<file path="src/rtl/dtw_hit_selector.sv">
// dtw_hit_selector: tracks min / second-min cost and min position over one scan.
// Optional margin match term enabled by defining DTW_HIT_MARGIN_EN.
module dtw_hit_selector #(
    parameter int DWIDTH = 32,
    parameter int PWIDTH = 32
) (
    input  logic              clk,
    input  logic              rst_n,
    input  logic              start,
    input  logic [31:0]       ref_len,
    input  logic [DWIDTH-1:0] threshold,
`ifdef DTW_HIT_MARGIN_EN
    input  logic [DWIDTH-1:0] margin,
`endif
    output logic              running,
    output logic              src_fifo_rden,
    input  logic              src_fifo_empty,
    input  logic [DWIDTH-1:0] src_fifo_data,
    output logic              result_valid,
    input  logic              result_ready,
    output logic [DWIDTH-1:0] result_cost,
    output logic [PWIDTH-1:0] result_pos,
    output logic [DWIDTH-1:0] result_cost2,
    output logic              result_match
);

    typedef enum logic [1:0] {IDLE, SCAN, EMIT} state_t;

    localparam logic [DWIDTH-1:0] ONES = '1;

    state_t            state_q;
    state_t            state_d;
    logic [PWIDTH-1:0] lat_len;
    logic [PWIDTH-1:0] rd_cnt;
    logic [PWIDTH-1:0] rx_cnt;
    logic [PWIDTH-1:0] pos_q;
    logic [DWIDTH-1:0] lat_thr;
    logic [DWIDTH-1:0] min_q;
    logic [DWIDTH-1:0] min2_q;
`ifdef DTW_HIT_MARGIN_EN
    logic [DWIDTH-1:0] lat_margin;
`endif
    logic              data_vld;
    logic              last_word;
    logic              match_c;
    logic [DWIDTH-1:0] nxt_min;
    logic [DWIDTH-1:0] nxt_min2;
    logic [PWIDTH-1:0] nxt_pos;

    // State register
    always_ff @(posedge clk or negedge rst_n) begin
        if (!rst_n) state_q <= IDLE;
        else        state_q <= state_d;
    end

    // Next state and FIFO read strobe
    always_comb begin
        state_d       = state_q;
        src_fifo_rden = 1'b0;
        last_word     = 1'b0;
        case (state_q)
            IDLE: begin
                if (start) state_d = (ref_len == '0) ? EMIT : SCAN;
            end
            SCAN: begin
                src_fifo_rden = !src_fifo_empty && (rd_cnt < lat_len);
                last_word = data_vld && (rx_cnt == lat_len - PWIDTH'(1));
                if (last_word) state_d = EMIT;
            end
            EMIT: begin
                if (result_ready) state_d = IDLE;
            end
            default: state_d = IDLE;
        endcase
    end

    // Strict unsigned compare: ties keep the earliest position
    always_comb begin
        nxt_min  = min_q;
        nxt_min2 = min2_q;
        nxt_pos  = pos_q;
        if (data_vld) begin
            if (src_fifo_data < min_q) begin
                nxt_min2 = min_q;
                nxt_min  = src_fifo_data;
                nxt_pos  = rx_cnt;
            end else if (src_fifo_data < min2_q) begin
                nxt_min2 = src_fifo_data;
            end
        end
    end

    // Match decision on the values about to be published
    always_comb begin
        match_c = (nxt_min <= lat_thr);
`ifdef DTW_HIT_MARGIN_EN
        match_c = match_c && ((nxt_min2 - nxt_min) >= lat_margin);
`endif
    end

    // Datapath, counters and registered result record
    always_ff @(posedge clk or negedge rst_n) begin
        if (!rst_n) begin
            running      <= 1'b0;
            result_valid <= 1'b0;
            result_cost  <= ONES;
            result_cost2 <= ONES;
            result_pos   <= '0;
            result_match <= 1'b0;
            lat_len      <= '0;
            lat_thr      <= '0;
`ifdef DTW_HIT_MARGIN_EN
            lat_margin   <= '0;
`endif
            min_q        <= ONES;
            min2_q       <= ONES;
            pos_q        <= '0;
            rd_cnt       <= '0;
            rx_cnt       <= '0;
            data_vld     <= 1'b0;
        end else begin
            data_vld <= src_fifo_rden;
            case (state_q)
                IDLE: begin
                    if (start) begin
                        lat_len <= PWIDTH'(ref_len);
                        lat_thr <= threshold;
`ifdef DTW_HIT_MARGIN_EN
                        lat_margin <= margin;
`endif
                        min_q   <= ONES;
                        min2_q  <= ONES;
                        pos_q   <= '0;
                        rd_cnt  <= '0;
                        rx_cnt  <= '0;
                        running <= 1'b1;
                        if (ref_len == '0) begin
                            result_cost  <= ONES;
                            result_cost2 <= ONES;
                            result_pos   <= '0;
                            result_match <= 1'b0;
                            result_valid <= 1'b1;
                        end
                    end
                end
                SCAN: begin
                    if (src_fifo_rden) rd_cnt <= rd_cnt + PWIDTH'(1);
                    if (data_vld) begin
                        min_q  <= nxt_min;
                        min2_q <= nxt_min2;
                        pos_q  <= nxt_pos;
                        rx_cnt <= rx_cnt + PWIDTH'(1);
                    end
                    if (last_word) begin
                        result_cost  <= nxt_min;
                        result_cost2 <= nxt_min2;
                        result_pos   <= nxt_pos;
                        result_match <= match_c;
                        result_valid <= 1'b1;
                    end
                end
                EMIT: begin
                    if (result_ready) begin
                        result_valid <= 1'b0;
                        running      <= 1'b0;
                    end
                end
                default: ;
            endcase
        end
    end

endmodule

</file>
<file path="config.mk">
export PLATFORM = sky130hd
export DESIGN_NAME = dtw_hit_selector
export DESIGN_NICKNAME = d
export VERILOG_FILES = /design/src/rtl/dtw_hit_selector.sv
export SDC_FILE = /design/constraint.sdc
export NUM_CORES = 1
export LEC_CHECK = 0
export ABC_AREA = 1
export CORE_ASPECT_RATIO = 0.9
export CORE_MARGIN = 2
export CORE_UTILIZATION = 54
export CTS_BUF_LIST = sky130_fd_sc_hd__clkbuf_4
export CTS_CLUSTER_SIZE = 25
export DETAILED_ROUTE_END_ITERATION = 6
export PLACE_DENSITY_LB_ADDON = 0.25
export SLEW_MARGIN = 25
export SYNTH_ARGS = -nofsm -noshare
export SYNTH_HDL_FRONTEND = slang
export SYNTH_SLANG_ARGS = --single-unit
export TNS_END_PERCENT = 10
</file>
<file path="constraint.sdc">
create_clock -name clk -period 3.2 [get_ports clk]
set_input_delay 0.64 -clock clk [delete_from_list [all_inputs] [get_ports clk]]
set_output_delay 0.64 -clock clk [all_outputs]
set_load 0.005 [all_outputs]
</file>
==> impl_results.md <==
* Setup CP Type: reg -> reg
* Area growth syn-to-layout at 24.3%
* Post-synth top area cell: dfrtp_1
* Worst Tran Pin Value at 0.638 ns
* Crit path max fanout at 25
* Final setup margin at -0.608 ns
* Detail Route Antenna Nets at 0
* First-pass GRT wire length at 97900 um
* Layout cell share with drive strength beyond 1 at 18.1%
* Fin cells at 3517
* Slew Viols, Final at 0
* Clk sinks at 326
* Setup crit start kind: flop
* Clk Latency, worst-skew pair at 0.82 ns
* Post-synth top cells: 687 x nand2_1, 275 x inv_1, 224 x nor2_1
* GRT Residual Overflow at 0
* Antenna violations before repair at 2
* Wire length per cell at 18.0 um
* FF+latch area at 8330 um^2
* # H-tree levels at 3
* Core area at 36300 um^2
* Leakage at 0.0115 uW
* Placed instance count at 3350
* Slowest library cell on the worst path: dfstp_2
* Unrepaired setup endpoints after global routing: yes
* Total power at 23000 uW
* Worst vdd ir at 0.928 mV
* Vias per inst at 5.51
* Violated checks: design-rule violations, negative setup slack
* Total Routing Usage GR at 33.3%
* Async set-or-reset flop fraction in the synthesized netlist at 100%
* Die area at 38400 um^2
* Fin crit share at 119%
* Top-Level Pins at 201
* Vias in the first global route at 17770
* Nets at 3214
* Data required time at the worst endpoint at 3.89 ns
* Post-synthesis cell type count at 47
* Via count at 19363
* Fillers at 3096
* YS warnings at 0
* RePlAce Congestion at 1.00
* Sequential share of the synthesized area at 41.8%
* Area of the multi-input gates at 10100 um^2
* Worst Hold Class: in -> async
* Yosys top cell area share at 24.9%
* WL final at 63400 um
* Reg clk slew, reported paths at 0.08 ns
* Reg2Reg Capture Point: result_match
* Post-route cell area at 24700 um^2
* Worst slew margin at 57.4%
* DRT Pass-1 Iters at 7
* Top area cells in the synthesized netlist: dfrtp_1 25%, dfstp_2 17%, nand2_1 13%
* Max cap viols at 0
* # DRC at 1
* 1st-iter DRT viols at 1833
* Most common cell in the netlist: nand2_1
* Post-layout util at 68.2%
* Root Driver: clkbuf_4
* Row count at 66
* Area after DPL at 23400 um^2
* Post-synthesis area per instance at 7.59 um^2
* Synthesized cell area at 19900 um^2
* Syn Nets at 2853
* Hpwl dp at 48400 um
* CTS Buffer Depth at 3
* CTS Buf Count at 86
* EDFF count, synth at 0
* TNS Setup at -1.72 ns
* Initial Utilization at 54.9%
* Crit-path most repeated cell: nand2_1
* Cell Chain, Critical Path: inv_1, ha_1, nand2_1, inv_1, nand3_1, inv_1, a21oi_1, nand2_1, nand3_1, nand2_2, nor2_4, buf_12, buf_4, o21ai_0, ha_1, nand2_1, nor2_1, nand4_1, a21oi_1, o21ai_0, a22o_1, nand2_1, o21ai_1
* Highest clock rate at 263 MHz
* Reg2Reg Depth at 23
* Die Span X at 206 um
* Critical path's largest stage delay at 0.53 ns
* PD cells at 930 nW/um^2
* Height of the die at 186 um
* Largest net degree at the start of global routing at 167
* Final Hold Viols at 0
* Reg2reg start: min_q[14]
* Outcome: finished with violations
* Setup Viol. Count Final at 22
* TritonCTS clock tree: built
* Worst EP arrival at 4.50 ns
* Tmin final at 3.81 ns
* Port Buf Inserts at 200
* Post-synth top flop: dfrtp_1
* #FFs+latches synth at 326
* Gate Count Post-Synth at 2621
* Crit end category: flop
* R2R setup slack at -0.61 ns
* Clk_skew at 0.0411 ns
==> placed cells by master (no fill, tap or decap), types with 43 or more instances in the layout <==
| cell type | netlist | routed |
|---|---|---|
| buf_4 | 0 | 171 |
| o21ai_0 | 205 | 203 |
| nor2_1 | 224 | 220 |
| nand4_1 | 43 | 43 |
| clkdlybuf4s50_1 | 0 | 198 |
| nand2_1 | 687 | 685 |
| dfstp_2 | 128 | 128 |
| a21oi_1 | 158 | 155 |
| dfrtp_1 | 198 | 185 |
| o211ai_1 | 45 | 45 |
| ha_1 | 131 | 126 |
| nand3_1 | 133 | 133 |
| o21ai_1 | 69 | 71 |
| inv_1 | 275 | 271 |
| clkbuf_4 | 0 | 135 |
==> registers in the layout (all words and copies together), names as in the netlist <==
register / cells
result_valid: 1
state_q: 2
rx_cnt: 32
result_pos: 32
result_match: 1
result_cost: 32
min_q: 32
running: 1
data_vld: 1
pos_q: 32
min2_q: 32
lat_len: 32
result_cost2: 32
lat_thr: 32
rd_cnt: 32
==> area by class of cell <==
type                            count  share of cell area (%)
Clock inverter                     10                   0.445
Tap cell                          476                    2.41
Antenna cell                        2                  0.0202
Sequential cell                   326                    33.7
Inverter                          285                    4.33
Clock buffer                      135                    4.10
Timing Repair Buffer              382                    14.1
Multi-Input combinational cell   1901                    40.9
==> worst max-delay path, delay by kind of cell, from the launching register on <==
kind	cells	cell delay (ns)
AND/OR/NAND/NOR	10	0.98
AO/OA/AOI/OAI	6	0.89
adder cells (fa/ha/maj)	2	0.65
buffers and inverters	5	0.62
flip-flops	1	0.53
==> through the flow <==
step | worst slack (ns) | hold WS (ns)
detailed placement | -0.990 | 0.458
global route | -0.893 | 0.314
floorplan | -0.160 | 0.344
CTS | -0.543 | 0.252
finish | -0.608 | 0.302
global placement | -0.963 | 0.457
==> worst max-delay path by stage <==
stage / end / cells past startpoint / startpoint
floorplan: result_match / 22 / src_fifo_data[15]
global placement: result_match / 20 / src_fifo_data[5]
detailed placement: result_match / 22 / src_fifo_data[5]
CTS: result_match / 25 / min_q[14]
global route: result_match / 26 / min_q[14]
finish: result_match / 23 / min_q[14]
==> power by group <==
group	total, uW	internal, uW	leakage, uW	switching, uW
Combinational	12000	4770	0.00697	7230
Clock	3850	2060	0.000669	1790
Sequential	7170	6220	0.00389	945
Total	23000	13100	0.0115	9960
==> cells by family after synthesis <==
family          synth area share, %
compound gates                 13.8
mux                          0.0566
buf+inv                        7.94
xor+xnor                       1.61
fa+ha+maj                      8.24
simple gates                   26.5
flops                          41.8
==> routing by layer <==
| layer | routed length [um] | track usage [%] |
|---|---|---|
| met5 | 105 | 1.85 |
| met4 | 1540 | 10.8 |
| met3 | 7240 | 10.8 |
| met2 | 25200 | 44.5 |
| met1 | 29300 | 50.1 |
==> timing repair <==
item	CTS	global route
pin swaps	6	12
setup buffers	2	17
gates resized for setup	9	30
hold buffers	1	0
endpoints found under the setup margin	4	141
endpoints found under the hold margin	32	0
(Power assumes the default switching activity.)
